**config.mk**
```make
export PLATFORM = sky130hd
export DESIGN_NAME = npu_sram_burst_arbiter_flat
export DESIGN_NICKNAME = d
export VERILOG_FILES = /design/src/rtl/npu_sram_burst_arbiter_if.sv /design/src/rtl/npu_sram_burst_arbiter.sv /design/src/flat_wrapper.sv
export SDC_FILE = /design/constraint.sdc
export NUM_CORES = 1
export LEC_CHECK = 0
export CAP_MARGIN = 10
export CORE_MARGIN = 2
export CORE_UTILIZATION = 33
export DETAILED_ROUTE_END_ITERATION = 10
export PLACE_DENSITY = 0.86
export SYNTH_ARGS = -nofsm -noshare
export SYNTH_HDL_FRONTEND = slang
export SYNTH_SLANG_ARGS = --single-unit
```
**constraint.sdc**
```tcl
create_clock -name clk -period 2 [get_ports clk]
set_input_delay 0.6 -clock clk [delete_from_list [all_inputs] [get_ports clk]]
set_output_delay 0.6 -clock clk [all_outputs]
set_load 0.005 [all_outputs]
```
**src/rtl/npu_sram_burst_arbiter_if.sv**
```systemverilog
// Bundle of requester-side handshakes and the shared SRAM port.
// The arbiter uses the slave modport; the environment (requesters plus SRAM)
// uses the master modport.
interface npu_sram_burst_arbiter_if #(
  parameter int ADDR_W = 15,
  parameter int DATA_W = 16,
  parameter int BE_W   = 2,
  parameter int LEN_W  = 8
);
  // Requester commands: bit/slice i belongs to requester i.
  logic [1:0]          cmd_valid;
  logic [1:0]          cmd_ready;
  logic [1:0]          cmd_write;
  logic [2*ADDR_W-1:0] cmd_addr;
  logic [2*LEN_W-1:0]  cmd_len;
  // Write data stream.
  logic [1:0]          wr_valid;
  logic [1:0]          wr_ready;
  logic [2*DATA_W-1:0] wr_data;
  logic [2*BE_W-1:0]   wr_be;
  // Read return, data shared and qualified per requester by rd_valid.
  logic [1:0]          rd_valid;
  logic [DATA_W-1:0]   rd_data;
  // SRAM port.
  logic [ADDR_W-1:0]   sram_address;
  logic [BE_W-1:0]     sram_byteenable;
  logic                sram_chipselect;
  logic                sram_write;
  logic [DATA_W-1:0]   sram_writedata;
  logic [DATA_W-1:0]   sram_readdata;

  modport master (
    output cmd_valid, cmd_write, cmd_addr, cmd_len, wr_valid, wr_data, wr_be,
           sram_readdata,
    input  cmd_ready, wr_ready, rd_valid, rd_data, sram_address,
           sram_byteenable, sram_chipselect, sram_write, sram_writedata
  );

  modport slave (
    input  cmd_valid, cmd_write, cmd_addr, cmd_len, wr_valid, wr_data, wr_be,
           sram_readdata,
    output cmd_ready, wr_ready, rd_valid, rd_data, sram_address,
           sram_byteenable, sram_chipselect, sram_write, sram_writedata
  );
endinterface

```
**src/rtl/npu_sram_burst_arbiter.sv**
```systemverilog
// Round-robin burst arbiter sharing one SRAM port between two NPU requesters.
// Handshakes: cmd_ready[i] pulses in the cycle a command of requester i is
// taken (valid held by the requester until then); a write word transfers in a
// cycle where wr_valid[g] and wr_ready[g] are both high; rd_valid[g] marks the
// cycle rd_data carries a read word, one cycle after the SRAM read is issued.
module npu_sram_burst_arbiter #(
  parameter int ADDR_W = 15,
  parameter int DATA_W = 16,
  parameter int BE_W   = 2,
  parameter int LEN_W  = 8
) (
  input  logic                    clk,
  input  logic                    reset,
  npu_sram_burst_arbiter_if.slave bus,
  output logic                    busy,
  output logic                    state_dbg
);
  typedef enum logic {IDLE = 1'b0, RUN = 1'b1} state_t;

  state_t            state;
  logic              gnt;         // requester owning the current burst
  logic              last_grant;  // requester served most recently
  logic              wr_flag;
  logic [ADDR_W-1:0] addr;
  logic [LEN_W-1:0]  count;       // words left after the current one
  logic [1:0]        rd_pend;     // read issued last cycle, per requester

  logic              sel;
  logic              accept;
  logic              sel_write;
  logic [ADDR_W-1:0] sel_addr;
  logic [LEN_W-1:0]  sel_len;
  logic              cur_wr_valid;
  logic [DATA_W-1:0] cur_wr_data;
  logic [BE_W-1:0]   cur_wr_be;
  logic              issue;

  // Choose the requester to serve next; a tie goes to the one not served last.
  always_comb begin
    sel = bus.cmd_valid[1];
    if (&bus.cmd_valid) sel = ~last_grant;
    accept    = !reset && (state == IDLE) && (|bus.cmd_valid);
    sel_write = sel ? bus.cmd_write[1] : bus.cmd_write[0];
    sel_addr  = sel ? bus.cmd_addr[2*ADDR_W-1:ADDR_W] : bus.cmd_addr[ADDR_W-1:0];
    sel_len   = sel ? bus.cmd_len[2*LEN_W-1:LEN_W] : bus.cmd_len[LEN_W-1:0];
  end

  // Drive handshakes and the SRAM port from the current burst context.
  always_comb begin
    cur_wr_valid = gnt ? bus.wr_valid[1] : bus.wr_valid[0];
    cur_wr_data  = gnt ? bus.wr_data[2*DATA_W-1:DATA_W] : bus.wr_data[DATA_W-1:0];
    cur_wr_be    = gnt ? bus.wr_be[2*BE_W-1:BE_W] : bus.wr_be[BE_W-1:0];
    // A write word can only go out when its data is present; reads never stall.
    issue = !reset && (state == RUN) && (!wr_flag || cur_wr_valid);

    bus.cmd_ready = 2'b00;
    if (accept) bus.cmd_ready[sel] = 1'b1;

    bus.wr_ready = 2'b00;
    if (!reset && (state == RUN) && wr_flag) bus.wr_ready[gnt] = cur_wr_valid;

    bus.sram_chipselect = 1'b0;
    bus.sram_write      = 1'b0;
    bus.sram_address    = '0;
    bus.sram_byteenable = '0;
    bus.sram_writedata  = '0;
    if (issue) begin
      bus.sram_chipselect = 1'b1;
      bus.sram_address    = addr;
      if (wr_flag) begin
        bus.sram_write      = 1'b1;
        bus.sram_writedata  = cur_wr_data;
        bus.sram_byteenable = cur_wr_be;
      end else begin
        bus.sram_byteenable = '1;
      end
    end

    bus.rd_valid = rd_pend;
    bus.rd_data  = (|rd_pend) ? bus.sram_readdata : '0;
    busy         = (state == RUN) || (|rd_pend);
    state_dbg    = (state == RUN);
  end

  // Burst FSM: latch a granted command, then walk addresses until count hits 0.
  always_ff @(posedge clk) begin
    if (reset) begin
      state      <= IDLE;
      gnt        <= 1'b0;
      last_grant <= 1'b1;
      wr_flag    <= 1'b0;
      addr       <= '0;
      count      <= '0;
      rd_pend    <= 2'b00;
    end else begin
      rd_pend <= 2'b00;
      if (issue && !wr_flag) rd_pend[gnt] <= 1'b1;
      case (state)
        IDLE: begin
          if (accept) begin
            gnt        <= sel;
            last_grant <= sel;
            wr_flag    <= sel_write;
            addr       <= sel_addr;
            count      <= sel_len;
            state      <= RUN;
          end
        end
        RUN: begin
          if (issue) begin
            addr  <= addr + ADDR_W'(1);
            count <= count - LEN_W'(1);
            if (count == '0) state <= IDLE;
          end
        end
        default: state <= IDLE;
      endcase
    end
  end
endmodule

```
**src/flat_wrapper.sv**
```systemverilog
// flat-port wrapper written by rule: the top's interface ports become plain ports
module npu_sram_burst_arbiter_flat 
#(
  parameter int ADDR_W = 15,
  parameter int DATA_W = 16,
  parameter int BE_W   = 2,
  parameter int LEN_W  = 8
)
  (clk, reset, busy, state_dbg, bus_cmd_valid, bus_cmd_write, bus_cmd_addr, bus_cmd_len, bus_wr_valid, bus_wr_data, bus_wr_be, bus_sram_readdata, bus_cmd_ready, bus_wr_ready, bus_rd_valid, bus_rd_data, bus_sram_address, bus_sram_byteenable, bus_sram_chipselect, bus_sram_write, bus_sram_writedata);
  npu_sram_burst_arbiter_if #(.ADDR_W(ADDR_W), .DATA_W(DATA_W), .BE_W(BE_W), .LEN_W(LEN_W)) bus_i ();
  input  logic clk;
  input  logic reset;
  output logic busy;
  output logic state_dbg;
  input wire logic [$bits(bus_i.cmd_valid)-1:0] bus_cmd_valid;
  input wire logic [$bits(bus_i.cmd_write)-1:0] bus_cmd_write;
  input wire logic [$bits(bus_i.cmd_addr)-1:0] bus_cmd_addr;
  input wire logic [$bits(bus_i.cmd_len)-1:0] bus_cmd_len;
  input wire logic [$bits(bus_i.wr_valid)-1:0] bus_wr_valid;
  input wire logic [$bits(bus_i.wr_data)-1:0] bus_wr_data;
  input wire logic [$bits(bus_i.wr_be)-1:0] bus_wr_be;
  input wire logic [$bits(bus_i.sram_readdata)-1:0] bus_sram_readdata;
  output wire logic [$bits(bus_i.cmd_ready)-1:0] bus_cmd_ready;
  output wire logic [$bits(bus_i.wr_ready)-1:0] bus_wr_ready;
  output wire logic [$bits(bus_i.rd_valid)-1:0] bus_rd_valid;
  output wire logic [$bits(bus_i.rd_data)-1:0] bus_rd_data;
  output wire logic [$bits(bus_i.sram_address)-1:0] bus_sram_address;
  output wire logic [$bits(bus_i.sram_byteenable)-1:0] bus_sram_byteenable;
  output wire logic [$bits(bus_i.sram_chipselect)-1:0] bus_sram_chipselect;
  output wire logic [$bits(bus_i.sram_write)-1:0] bus_sram_write;
  output wire logic [$bits(bus_i.sram_writedata)-1:0] bus_sram_writedata;
  assign bus_i.cmd_valid = bus_cmd_valid;
  assign bus_i.cmd_write = bus_cmd_write;
  assign bus_i.cmd_addr = bus_cmd_addr;
  assign bus_i.cmd_len = bus_cmd_len;
  assign bus_i.wr_valid = bus_wr_valid;
  assign bus_i.wr_data = bus_wr_data;
  assign bus_i.wr_be = bus_wr_be;
  assign bus_i.sram_readdata = bus_sram_readdata;
  assign bus_cmd_ready = bus_i.cmd_ready;
  assign bus_wr_ready = bus_i.wr_ready;
  assign bus_rd_valid = bus_i.rd_valid;
  assign bus_rd_data = bus_i.rd_data;
  assign bus_sram_address = bus_i.sram_address;
  assign bus_sram_byteenable = bus_i.sram_byteenable;
  assign bus_sram_chipselect = bus_i.sram_chipselect;
  assign bus_sram_write = bus_i.sram_write;
  assign bus_sram_writedata = bus_i.sram_writedata;
  npu_sram_burst_arbiter #(.ADDR_W(ADDR_W), .DATA_W(DATA_W), .BE_W(BE_W), .LEN_W(LEN_W)) u_core (.clk(clk), .reset(reset), .bus(bus_i), .busy(busy), .state_dbg(state_dbg));
endmodule
```
---- Word-level counts from Yosys, hierarchy flattened ----
Cells that the tools add are included.
storage, ports and cells
  flip-flop bits (word level) ............. 29
  input port bits ......................... 106
  logic and storage cells ................. 70
cells by class
  magnitude comparators ................... 4
  equality and inequality tests ........... 2
  $add $sub $neg .......................... 2
  reductions and logical operators ........ 19
  bitwise operators ....................... 4
  muxes and demuxes ....................... 32
operators by type and width
  operator               number
  $mux 16                4
  $mux 15                4
  $pmux 15 s2            1
  $mux 8                 3
  $pmux 8 s2             1
  $add 15x1->15 const B  1
  $mux 1                 11
  $mux 2                 5
  $logic_and 1x1->1      8
  $logic_not 8->1        1
  $sub 8x1->8 const B    1
  $reduce_and 2->1       3
  $reduce_or 2->1        3
  $lt 1x2->1 const B     2
  $not 1->1              3
  $and 2x2->2            1
  $demux 1 s1            2
  $ge 1x1->1 const B     2
  $logic_not 1->1        2
  $logic_or 1x1->1       2
  $ne 2x1->1 const B     1
  $ne 2x2->1 const B     1
  $pmux 1 s2             1

---- Longest topological paths before layout ----
Gate-level depths: netlist of the first run.
  word-level depth ........................ 7
  mapped depth ............................ 7
  gate-level depth less buffers ........... 6

---- Least setup slack after synthesis of the first run ----
Ideal clock, no wire load.
  path type ............................... input to output
  start ................................... input port reset
  end ..................................... output port bus_sram_writedata[10]
  stages on the path ...................... 6
  arrival time ............................ 1.489 ns
  buffers on the path ..................... 2
  path slack .............................. -0.089 ns
  required time ........................... 1.400 ns
  cell sequence ........................... inv_1 nand3_1 or2_1 clkbuf_1 buf_2 nor2_1
on the way
  cells in the longest elaborated chain, start to end .. 4
RTL lines
  what                             line                          source
  start, declared                  flat_wrapper.sv:12            input logic reset;
  $logic_not 1->1                  npu_sram_burst_arbiter.sv:54  issue = !reset && (state == RUN) && (!wr_flag || cur_wr_valid);
  $logic_and 1x1->1 (2 in series)  npu_sram_burst_arbiter.sv:54
  $mux 16                          npu_sram_burst_arbiter.sv:67  if (issue) begin
  end, declared                    flat_wrapper.sv:31            output wire logic [$bits(bus_i.sram_writedata)-1:0] bus_sram_writedata;
No other way between the ends.

---- Worst setup path in the final report of the first run ----
  start ................................... register u_core.gnt
  end ..................................... output port bus_sram_writedata[4]
on the way
  cells in the longest elaborated chain, start to end .. 4
  elaborated cells on any way between the ends .. 6
  classes of those cells .................. mux (4); reduce/logical (2)
RTL lines
  what                    line                           source
  start, declared         npu_sram_burst_arbiter.sv:21   logic gnt;
  start signal, assigned  npu_sram_burst_arbiter.sv:101  gnt <= sel;
  $mux 1                  npu_sram_burst_arbiter.sv:50   cur_wr_valid = gnt ? bus.wr_valid[1] : bus.wr_valid[0];
  $logic_or 1x1->1        npu_sram_burst_arbiter.sv:54
  $logic_and 1x1->1       npu_sram_burst_arbiter.sv:54
  $mux 16 *               npu_sram_burst_arbiter.sv:67
Every way passes the cells marked *; elsewhere a longest branch is shown, timed or not.

==> results.md, run 1 <==
- Mux contribution to synthesized area: 0.175
- Clock latency on the worst-skew pair: approximately 290 ps
- Layout area overhead: 90.9%
- Finished layout cell area: 0.00487 mm^2
- First-pass GRT wire length: approximately 17000 um
- Max Slew Vio Count: 0
- Share of cells above drive strength 1: 0.351
- Sequential cell area fraction in the yosys report: 0.227
- Vias in the first global route: 3377
- Top Ports: approximately 170
- Row count: 32
- Initial DRC Count: 250
- Asr flop ratio synth: 0
- P per Cell Area: 728 mW/mm^2
- Congestion Overflow GR: 0
- Endpoints failing hold: 0
- RSZ-0062 raised after global routing: true
- Slowest stage delay, CP: 360 ps
- Worst path required time: 1400 ps
- Chip width: 91.9 um
- Hold Buf Count CTS: 0
- # placed instances: about 600
- Post-synthesis simple-gate area fraction: 0.261
- Worst-path maximum fanout: 5
- Post-synth EDFFs: 0
- Status: finished, violations left
- Mean Syn Cell Area: 7.90 um^2
- DRT Pass-1 Iters: 4
- Clock Sink Count: 29
- Failing checks: setup timing
- Yosys Warn Count: 0
- CTS tree: yes
- Worst Tran Pin Value: approximately 450 ps
- Final setup TNS: -4990 ps
- Final WL: between 10000 and 15000 um
- Most instantiated library cell after synthesis: nor2_1
- Top cells by count, synth: nor2_1, mux2i_1, dfxtp_1, nor2b_1, inv_1
- Max-Cap Viols: 0
- Vias: 3324
- Slew margin rel.: 0.697
- Setup slack, reg-to-reg: approximately 100 ps
- Syn_nets: 432
- Nets@finish: 632
- Hold Path Class: reg2reg
- H-tree Lvls: 2
- Worst Setup End Kind: primary output
- Clock-pin slew on the worst setup and hold paths: 70 ps
- Vias/cell: 5.31
- Largest family of logic cells by synthesized area: simple AND/OR/NAND/NOR gates
- Syn Std Cell Area: 0.00255 mm^2
- Top cells by area, synth: dfxtp_1, mux2i_1, nor2_1, nor2b_1, mux2_2
- Wire length per cell: 16.9 um
- Number of buffers created by CTS: 5
- Clk buf depth: 2
- Leading area contributor after synthesis: dfxtp_1
- Crit share post-route: 1.10
- Dpl hpwl: around 7500 um
- CP max-delay cell: dfxtp_4
- Ys flop type: dfxtp_1
- Die area: 0.00845 mm^2
- Finished Layout Cells: 626
- Post-synth top area share: 0.227
- Initial Utilization: 0.336
- Port Buffers: approximately 160
- Startpoint types: register
- Fmax: 0.453 GHz
- Chip height: 91.9 um
- Adder-Cell Fraction of Synth Area: 0.0147
- Clock root buffer: clkbuf_8
- Finish-stage setup viols: 35
- Antenna cell count: 0
- Final worst slack: -208 ps
- GRT Overall Usage: 0.246
- Placer Congestion: 0.879
- DRC viols: 0
- Largest net degree at the start of global routing: 32
- Synth unique cells: 60
- Worst path arrival time: 1610 ps
- Synth Register Bits: 29
- Pre-CTS setup slack: -964 ps
- LEAKAGE: 1.97 nW
- Core area: 0.00761 mm^2
- VDD IR max: 0.516 mV
- Initial antenna violation count: 0
- Area after DPL: around 0.0045 mm^2
- Fin crit period: 2210 ps
- Worst Setup Path Type: reg2out
- Compound-cell area share of the yosys netlist: 0.226
- Synth Instances: 323
- Clk_skew: 8.58 ps
- Synth Area in XOR/XNOR: 0
- Worst Hold Slack: 512 ps
- Crit-path cells: mux2i_4 -> or2_4 -> buf_12 -> buf_8 -> nor2_4 -> buf_6
- Post-DRT Antenna Nets: 0
==> power breakdown <==
group | internal, mW | switching (mW) | total (mW)
Sequential | 0.761 | 0.218 | 0.979
Clock | 0.311 | 0.242 | 0.553
Combinational | 1.06 | 0.957 | 2.01
==> stage by stage <==
stage	power [mW]	util
floorplan	1.98	-
global placement	2.70	0.586
detailed placement	2.76	0.586
CTS	3.48	0.629
global route	3.76	0.640
finish	3.55	0.640
==> final timing paths <==
check / startpoint / endpoint / cells after the start
max: u_core.gnt / bus_sram_writedata[4] / 6
max reg2reg: u_core.gnt / u_core.addr[0] / 8
min: u_core.count[5] / u_core.count[5] / 1
min reg2reg: u_core.count[5] / u_core.count[5] / 1
==> flip-flops by register name, summed over array words and instances, names as in the netlist <==
register and cells:
u_core.addr 15, u_core.gnt 1, u_core.wr_flag 1, u_core.bus.rd_valid 2
u_core.count 8, u_core.last_grant 1, u_core.state_dbg 1
==> cells in the final DEF (no fill, tap or decap), types with 3 or more instances in the layout <==
master	netlist	final
a21oi_1	8	6
nand2_1	10	10
buf_6	1	25
o32ai_1	8	8
clkbuf_8	2	7
buf_8	1	4
or3_1	4	4
o21ai_1	8	8
clkdlybuf4s15_1	0	3
buf_2	7	35
a22oi_1	4	4
nor2b_1	18	17
ha_1	3	3
and2_4	0	6
mux2i_1	33	33
clkdlybuf4s50_1	0	102
nor2_4	0	15
nor4_1	7	7
inv_1	15	14
nand4_1	4	4
buf_16	0	3
a32o_1	8	8
dfxtp_1	29	26
o21ai_0	3	3
nand2b_1	5	4
nor3_1	10	10
nor2_1	34	10
clkbuf_2	0	9
or4_1	3	3
o22ai_1	12	12
o31ai_1	5	5
mux2_2	9	9
buf_4	4	34
nand3_1	10	9
nor2_2	0	10
==> cells by family after synthesis <==
logic type      count (synthesis)
compound gates                 78
fa+ha+maj                       3
buf+inv                        46
flops                          29
mux                            43
simple gates                  124
==> metal layers <==
metal,track usage,routed length [um],vias to the layer above
li1,-,-,1602
met1,0.275,4150,1524
met3,0.0542,856,26
met5,0,0,-
met2,0.452,5300,172
met4,0.0945,284,0
==> critical path, delay by kind of cell (launching register included) <==
| family | cells | cell delay [ps] |
|---|---|---|
| simple gates | 2 | 390 |
| mux | 1 | 190 |
| flops | 1 | 360 |
| buf+inv | 3 | 380 |
==> final cells by class <==
cell class | count | area, um^2
Fill cell | 611 | 2740
Timing Repair Buffer | 220 | 2020
Sequential cell | 29 | 589
Inverter | 18 | 80.1
Clock buffer | 7 | 96.3
Multi-Input combinational cell | 249 | 1950
Clock inverter | 1 | 5.00
Tap cell | 102 | 128
==> timing repair <==
action,4_1_cts,5_1_grt
buffers inserted,21,3
gates cloned,4,0
endpoints found under the setup margin,79,51
pin swaps,18,9
resized for setup,269,46
Power figures use the tool's default switching activity.
==> inputs of run 2 (changes only) <==
CTS_CLUSTER_DIAMETER = 60   (was not set)
==> results of run 2 <==
Same layout as run 1: the final DEF is identical, and so are final timing and power.
==> inputs of run 3 (changes only) <==
CTS_CLUSTER_SIZE = 25   (was not set)
==> results of run 3 <==
Same layout as run 1: the final DEF is identical, and so are final timing and power.
